### src/rtl/hazard_ctrl.sv
// hazard_ctrl: hazard and stall controller for a 5-stage MIPS pipeline (F,D,E,M,W).
// Drives the forwarding selects and the pipeline register hold/clear controls.
// Resolves load-use and branch-compare stalls and multi-cycle mul/div occupancy of E.
// An exception in M flushes the pipeline and overrides every stall.
// stall_cnt is a saturating count of fetch-stall cycles for performance monitoring.
module hazard_ctrl #(
    parameter int REGW    = 5,
    parameter int DIV_LAT = 32,
    parameter int CNT_W   = 32
) (
    input  logic             i_clk,
    input  logic             i_rst,
    input  logic [REGW-1:0]  i_rs_d,
    input  logic [REGW-1:0]  i_rt_d,
    input  logic [REGW-1:0]  i_rs_e,
    input  logic [REGW-1:0]  i_rt_e,
    input  logic [REGW-1:0]  i_writereg_e,
    input  logic [REGW-1:0]  i_writereg_m,
    input  logic [REGW-1:0]  i_writereg_w,
    input  logic             i_regwrite_e,
    input  logic             i_regwrite_m,
    input  logic             i_regwrite_w,
    input  logic             i_memtoreg_e,
    input  logic             i_memtoreg_m,
    input  logic             i_branch_d,
    input  logic             i_divstart_e,
    input  logic             i_exc_m,
    output logic [1:0]       o_forward_ae,
    output logic [1:0]       o_forward_be,
    output logic             o_forward_ad,
    output logic             o_forward_bd,
    output logic             o_stall_f,
    output logic             o_stall_d,
    output logic             o_stall_e,
    output logic             o_flush_d,
    output logic             o_flush_e,
    output logic             o_flush_m,
    output logic             o_div_busy,
    output logic [CNT_W-1:0] o_stall_cnt
);

    // Counter is loaded with DIV_LAT-1, so $clog2(DIV_LAT) bits always suffice.
    localparam int                DCNT_W    = (DIV_LAT > 2) ? $clog2(DIV_LAT) : 1;
    localparam logic [DCNT_W-1:0] DCNT_LOAD = DCNT_W'(DIV_LAT - 1);
    localparam logic [DCNT_W-1:0] DCNT_ONE  = DCNT_W'(1);
    localparam logic [DCNT_W-1:0] DCNT_ZERO = {DCNT_W{1'b0}};
    localparam logic [CNT_W-1:0]  CNT_MAX   = {CNT_W{1'b1}};
    localparam logic [CNT_W-1:0]  CNT_ONE   = CNT_W'(1);
    localparam logic [CNT_W-1:0]  CNT_ZERO  = {CNT_W{1'b0}};
    localparam logic [REGW-1:0]   REG_ZERO  = {REGW{1'b0}};

    typedef enum logic [1:0] {
        ST_IDLE = 2'd0,
        ST_BUSY = 2'd1,
        ST_DONE = 2'd2
    } div_state_t;

    // Source register hits a live destination; register 0 is hard-wired and never matches.
    function automatic logic f_hit(input logic [REGW-1:0] src,
                                   input logic [REGW-1:0] dst,
                                   input logic            we);
        return (src != REG_ZERO) && (src == dst) && we;
    endfunction

    // Either D-stage source names the given non-zero destination.
    function automatic logic f_d_uses(input logic [REGW-1:0] dst,
                                      input logic [REGW-1:0] rs,
                                      input logic [REGW-1:0] rt);
        return (dst != REG_ZERO) && ((dst == rs) || (dst == rt));
    endfunction

    div_state_t        r_state;
    div_state_t        w_state_nxt;
    logic [DCNT_W-1:0] r_div_cnt;
    logic [DCNT_W-1:0] w_div_cnt_nxt;
    logic [CNT_W-1:0]  r_stall_cnt;
    logic              w_div_start;
    logic              w_divstall;
    logic              w_div_busy;
    logic              w_lwstall;
    logic              w_brstall;
    logic              w_stall_any;
    logic              w_stall_f;
    logic              w_stall_e;
    logic              w_flush_e;
    logic [1:0]        w_fwd_ae;
    logic [1:0]        w_fwd_be;

    // E-stage forwarding selects: M result has priority over W result.
    always_comb begin
        w_fwd_ae = 2'b00;
        w_fwd_be = 2'b00;
        if (f_hit(i_rs_e, i_writereg_m, i_regwrite_m)) begin
            w_fwd_ae = 2'b10;
        end else if (f_hit(i_rs_e, i_writereg_w, i_regwrite_w)) begin
            w_fwd_ae = 2'b01;
        end else begin
            w_fwd_ae = 2'b00;
        end
        if (f_hit(i_rt_e, i_writereg_m, i_regwrite_m)) begin
            w_fwd_be = 2'b10;
        end else if (f_hit(i_rt_e, i_writereg_w, i_regwrite_w)) begin
            w_fwd_be = 2'b01;
        end else begin
            w_fwd_be = 2'b00;
        end
    end

    // Load-use and branch-compare hazards detected in D.
    always_comb begin
        w_lwstall = i_memtoreg_e && (i_rt_e != REG_ZERO) &&
                    ((i_rs_d == i_rt_e) || (i_rt_d == i_rt_e));
        w_brstall = i_branch_d &&
                    ((i_regwrite_e && f_d_uses(i_writereg_e, i_rs_d, i_rt_d)) ||
                     (i_memtoreg_m && f_d_uses(i_writereg_m, i_rs_d, i_rt_d)));
    end

    // Mul/div FSM state and occupancy counter register.
    always_ff @(posedge i_clk) begin
        if (i_rst) begin
            r_state   <= ST_IDLE;
            r_div_cnt <= DCNT_ZERO;
        end else begin
            r_state   <= w_state_nxt;
            r_div_cnt <= w_div_cnt_nxt;
        end
    end

    // Mul/div next state: an exception aborts the operation and returns to IDLE.
    always_comb begin
        w_state_nxt   = r_state;
        w_div_cnt_nxt = r_div_cnt;
        case (r_state)
            ST_IDLE: begin
                if (i_divstart_e && !i_exc_m) begin
                    w_state_nxt   = ST_BUSY;
                    w_div_cnt_nxt = DCNT_LOAD;
                end else begin
                    w_state_nxt   = ST_IDLE;
                    w_div_cnt_nxt = DCNT_ZERO;
                end
            end
            ST_BUSY: begin
                if (i_exc_m) begin
                    w_state_nxt   = ST_IDLE;
                    w_div_cnt_nxt = DCNT_ZERO;
                end else if (r_div_cnt == DCNT_ONE) begin
                    w_state_nxt   = ST_DONE;
                    w_div_cnt_nxt = DCNT_ZERO;
                end else begin
                    w_state_nxt   = ST_BUSY;
                    w_div_cnt_nxt = r_div_cnt - DCNT_ONE;
                end
            end
            ST_DONE: begin
                // Result is consumed this cycle; divstartE is still the same instruction.
                w_state_nxt   = ST_IDLE;
                w_div_cnt_nxt = DCNT_ZERO;
            end
            default: begin
                w_state_nxt   = ST_IDLE;
                w_div_cnt_nxt = DCNT_ZERO;
            end
        endcase
    end

    // Mul/div outputs: E is held from the launch cycle through the last BUSY cycle.
    always_comb begin
        w_div_start = 1'b0;
        w_divstall  = 1'b0;
        w_div_busy  = 1'b0;
        case (r_state)
            ST_IDLE: begin
                w_div_start = i_divstart_e && !i_exc_m;
                w_divstall  = w_div_start;
                // Busy is raised in the launch cycle so the unit reads busy for its whole occupancy.
                w_div_busy  = w_div_start;
            end
            ST_BUSY: begin
                w_divstall = 1'b1;
                w_div_busy = 1'b1;
            end
            ST_DONE: begin
                w_divstall = 1'b0;
                w_div_busy = 1'b1;
            end
            default: begin
                w_divstall = 1'b0;
                w_div_busy = 1'b0;
            end
        endcase
    end

    // Stage hold/clear controls; an exception in M wins over every stall.
    always_comb begin
        w_stall_any = w_lwstall || w_brstall || w_divstall;
        if (i_exc_m) begin
            w_stall_f = 1'b0;
            w_stall_e = 1'b0;
            w_flush_e = 1'b1;
        end else begin
            w_stall_f = w_stall_any;
            w_stall_e = w_divstall;
            // While mul/div holds E, E must keep its instruction rather than take a bubble.
            w_flush_e = (w_lwstall || w_brstall) && !w_divstall;
        end
    end

    // Saturating count of fetch-stall cycles; only reset clears it.
    always_ff @(posedge i_clk) begin
        if (i_rst) begin
            r_stall_cnt <= CNT_ZERO;
        end else if (w_stall_f && (r_stall_cnt != CNT_MAX)) begin
            r_stall_cnt <= r_stall_cnt + CNT_ONE;
        end else begin
            r_stall_cnt <= r_stall_cnt;
        end
    end

    // Drive module outputs.
    always_comb begin
        o_forward_ae = w_fwd_ae;
        o_forward_be = w_fwd_be;
        o_forward_ad = f_hit(i_rs_d, i_writereg_m, i_regwrite_m);
        o_forward_bd = f_hit(i_rt_d, i_writereg_m, i_regwrite_m);
        o_stall_f    = w_stall_f;
        o_stall_d    = w_stall_f;
        o_stall_e    = w_stall_e;
        o_flush_d    = i_exc_m;
        o_flush_e    = w_flush_e;
        o_flush_m    = i_exc_m;
        o_div_busy   = w_div_busy;
        o_stall_cnt  = r_stall_cnt;
    end

endmodule
### config.mk
export PLATFORM = sky130hd
export DESIGN_NAME = hazard_ctrl
export DESIGN_NICKNAME = d
export VERILOG_FILES = /design/src/rtl/hazard_ctrl.sv
export SDC_FILE = /design/constraint.sdc
export NUM_CORES = 1
export LEC_CHECK = 0
export CORE_MARGIN = 4
export CORE_UTILIZATION = 25
export DETAILED_ROUTE_END_ITERATION = 12
export GPL_TIMING_DRIVEN = 0
export SETUP_SLACK_MARGIN = 0.2
export SYNTH_ARGS = -nofsm -noshare
export SYNTH_HDL_FRONTEND = slang
export SYNTH_SLANG_ARGS = --single-unit
### constraint.sdc
create_clock -name i_clk -period 2.11 [get_ports i_clk]
set_clock_uncertainty 0.15 [all_clocks]
set_input_delay 0.211 -clock i_clk [delete_from_list [all_inputs] [get_ports i_clk]]
set_output_delay 0.211 -clock i_clk [all_outputs]
set_load 0.02 [all_outputs]
# == After elaboration in Yosys (flattened, before gate mapping) ==
# Cells that the tools add are included.
# totals
elab_cells,76
regBits,39
# classes
addsub,2
eq_ne,16
muxes,17
reduce_logical,38
# ops
cell,n
5-bit == test,12
"32-bit by 1-bit adder with 32-bit output, second input constant",1
"32-bit != test, second input constant",1
5-bit nonzero test,6
1-bit logical AND,22
5-bit 2-to-1 mux,3
5-bit case mux with 2 select lines,1
2-bit 2-to-1 mux,4
1-bit logical OR,6
1-bit 2-to-1 mux,6
"5-bit by 1-bit == test with 1-bit output, second input constant",1
"5-bit by 1-bit subtractor with 5-bit output, second input constant",1
1-bit case mux with 2 select lines,2
2-bit case mux with 2 select lines,1
"2-bit by 1-bit == test with 1-bit output, second input constant",1
"2-bit == test, second input constant",1
1-bit logical NOT,2
2-bit logical NOT,1
2-bit OR reduction,1

# == Longest topological paths before layout ==
# logic_depth
depth_word,10
mapped_depth,11
depth_no_buf,8

# == Worst setup path after synthesis ==
# Ideal clock, no wire load.
# synth_path
path_kind,register to register
startpoint,reg r_state[0]
endpoint,reg r_stall_cnt[5] (netlist: o_stall_cnt[5])
setup_time_ns,0.121
slack_ns,-0.388
arrival_time_ns,2.228
stages_incl_launch_ff,11
cell_sequence,dfxtp_1 inv_1 ha_1 nand2_1 a21oi_1 a31oi_1 a31o_1 buf_6 buf_6 nor4_1 mux2_2
# synth_via
elab_chain_len,5
word_cells_on_any_way,6
# synth_lines
element,line_no,text
from (decl),72,div_state_t r_state;
from (signal assigned),124,r_state <= w_state_nxt;
2-bit by 1-bit == test with 1-bit output / 2-bit logical NOT (equally long branches),172,case (r_state)
1-bit case mux with 2 select lines *,172,
1-bit logical OR *,196,w_stall_any = w_lwstall || w_brstall || w_divstall;
1-bit 2-to-1 mux *,197,if (i_exc_m) begin
1-bit logical AND *,213,end else if (w_stall_f && (r_stall_cnt != CNT_MAX)) begin
to (signal assigned),214,r_stall_cnt <= r_stall_cnt + CNT_ONE;
to (signal assigned),216,r_stall_cnt <= r_stall_cnt;
to (decl),76,logic [CNT_W-1:0] r_stall_cnt;
# Mark *: on every way between the ends. The rest lies on a longest branch, timed or not.
# A chain may end at the register's enable or synchronous reset.

# == Worst setup path after layout ==
# layout_path
startpoint,reg r_state[0]
endpoint,reg r_stall_cnt[26] (netlist: o_stall_cnt[26])
# Same word-level chain as after synthesis.

==> results.toml <==
[outcome]
status = "finished with violations"
violations = "negative setup slack"

[hold_path]
worstHoldStart = "i_exc_m"
hp-class = "input port to flip-flop"
holdPathStages = 2

[clock_tree]
insertion_delay_ns = 0.29
cts_inserted_buffers = 5
cts.path.max_buffers = 2
cts_hold_buffers = 0
clk_pin_slew_ns = 0.06
cts_tree = "done"
cts_max_level = 2
cts-root-buf = "clkbuf_16"
cts_sinks = 39

[critical_path]
required_ns = 2.17
crit_arrival_ns = 2.32
worst-r2r-setup-slack_ns = -0.15
endpoint = "o_stall_cnt[26]"
startpoint = "r_state[0]"
crit_type = "flip-flop to flip-flop"
worstReg2RegStart = "r_state[0]"
reg2regPathDepth = 11
critPathLaunchType = "flip-flop"
crit_path_end_kind = "flip-flop"
r2r-end = "o_stall_cnt[26]"
crit_fanout = 9

[placed_design]
place_inst = 578
dpl.hpwl_microns = 6960
place_congestion = 0.884
place_area_sq_um = 4030
io_buffer_count = 79

[power_and_ir_drop]
peakVddDrop_mv = 0.396
p_leak_nw = 1.67
totalPowerFinal_mw = 2.11
p_per_area_nw_per_um2 = 425

[synthesis]
ys.flop_type = "dfxtp_1"
syn_area_per_cell_sq_um = 8.01
synth_cell_type_count = 44
synth_fp_nets = 410
synth-edff-count = 0
synth-async-reset-ratio_pct = 0
ys_seq_area_share_pct = 27.2
syn_inst = 359
synth-seq-cells = 39
synth_area_sq_um = 2880
yosys_warnings = 0

[detailed_routing]
vias_per_cell = 5.23
dr.pass1.iters = 4
vias = 3246
wl_per_cell_microns = 16.4
wl_microns = 10200
first_iter_violations = 116
drc_errors = 0
final_antenna_net_count = 0

[floorplanning]
num_io_pins = 90
fp.coreArea_sq_um = 11000
dieArea_sq_um = 13300
die_x_microns = 115
die_h_microns = 115
initial_core_util_pct = 26.1
num_rows = 38

[timing]
hold_ws_ns = 0.305
setup_violations = 33
timing_worst_slew_pin_value_ns = 0.683
hold_violations = 0
relSlewSlack_pct = 54.5
period_minus_slack_ns = 2.26
clock.fmax_ghz = 0.442
rsz0062_at_grt = "yes"
finalCritPeriodShare_pct = 107
tns_ns = -2.84
timing.final.ws_setup_ns = -0.155
finalMaxSlewViolations = 0

[final_layout]
drive_gt1_share_pct = 43.5
n_antenna_cell = 0
final_cell_count_no_fill = 621
final_nets = 531
stdcell_area_sq_um = 4950
area_growth_pct = 72.2

[global_routing]
grt_pass1_vias = 3298
antenna_found_initial = 0
grtUsageTotal_pct = 14.9
grt_pass1_wl_microns = 16300
grt_start_max_net_pins = 13
grt_overflow = 0

[flow_run]
drv_cap = 0
-- sequential cells by signal (all words and copies together), names as in the netlist --
register     flops
r_div_cnt        5
o_stall_cnt     32
r_state          2
-- stage by stage --
step                      utilization, %  worst slack (ns)
after floorplan                        -           -0.0628
after global placement              36.5             -1.12
after detailed placement            36.5             -1.13
after CTS                           42.0            -0.149
after global routing                44.9            -0.250
final                               44.9            -0.155
-- layer usage --
layer / up-vias / global-route usage, % / part of all wire [%]
li1: 1573 / - / -
met1: 1560 / 18.2 / 42
met2: 102 / 27.2 / 51
met3: 11 / 2.26 / 5.2
met4: 0 / 3.36 / 1.5
met5: - / 0 / 0
-- cell usage after synthesis (all sizes together), types with 4 or more instances --
cell    count  area share, %
clkbuf      9            1.2
or4        29            7.6
nor2       15            2.0
dfxtp      39             27
nor2b       5            1.1
nand2      23            3.0
a21oi      33            5.7
inv         9            1.2
o21ai       5           0.87
and4        5            1.5
nand4      12            2.6
nor4        4           0.87
and3        8            1.7
nand3      23            4.2
buf        20            4.9
xor2        7            2.1
xnor2      46             14
o31ai      23            6.0
nor3        8            1.6
ha          6            2.6
-- where the power goes --
part	switching [mW]	internal [mW]
clock	0.309	0.588
combinational	0.243	0.226
sequential	0.00730	0.732
-- what timing repair did --
action                     CTS  global route
setup endpoints to repair   45            39
buffers inserted            27             5
gates cloned                 3             0
pin swaps                   35            14
gates resized for setup    158            78
-- final cells by class --
type,instances,area [sq um]
sequential,39,832
multi-input combinational,282,2430
timing repair buffer,114,1010
fill,1100,6080
clock inverter,2,35.0
buffer,29,293
clock buffer,6,139
inverter,9,38.8
tap,140,175
-- critical path, cell delays in order (launching register included) --
cell	delay, ns
dfxtp_2	0.34
inv_2	0.06
ha_4	0.15
nand2_4	0.06
a21oi_4	0.15
a31oi_1	0.07
a31o_1	0.20
buf_6	0.12
buf_8	0.11
buf_4	0.17
or4b_4	0.48
a21oi_1	0.12
-- worst min path at each step --
stage / end / slack [ns]
after floorplan: r_state[1] / 0.13
after global placement: r_div_cnt[0] / 0.32
after detailed placement: r_div_cnt[0] / 0.33
after CTS: r_div_cnt[1] / 0.32
after global routing: r_div_cnt[1] / 0.34
final: r_div_cnt[1] / 0.31
-- cell usage in the layout (no fill, tap or decap), types with 5 or more instances in the layout --
| master | instances |
|---|---|
| dfxtp_4 | 11 |
| a21oi_2 | 14 |
| a21oi_1 | 18 |
| o31ai_2 | 14 |
| clkbuf_1 | 5 |
| nand3_1 | 20 |
| dfxtp_2 | 8 |
| buf_2 | 23 |
| nand2_1 | 21 |
| xor2_1 | 7 |
| nor2b_1 | 5 |
| buf_8 | 6 |
| nor2_1 | 11 |
| xnor2_1 | 42 |
| inv_1 | 5 |
| nor3_1 | 5 |
| clkbuf_16 | 6 |
| or4_1 | 15 |
| dfxtp_1 | 20 |
| buf_6 | 12 |
| buf_4 | 33 |
| o31ai_4 | 6 |
| and4_4 | 5 |
| nand4_1 | 12 |
| and3_4 | 5 |
| clkdlybuf4s50_1 | 46 |
| or4_4 | 14 |
| dlygate4sd2_1 | 7 |
-- kinds of logic after synthesis --
family          after synthesis  synth area share (%)
compound gates               74                  16.1
xor+xnor                     53                  16.1
fa+ha+maj                     6                  2.61
buf+inv                      38                  7.22
flops                        39                  27.2
mux                           4                  1.52
simple gates                145                  29.2
Power figures use the tool's default switching activity.
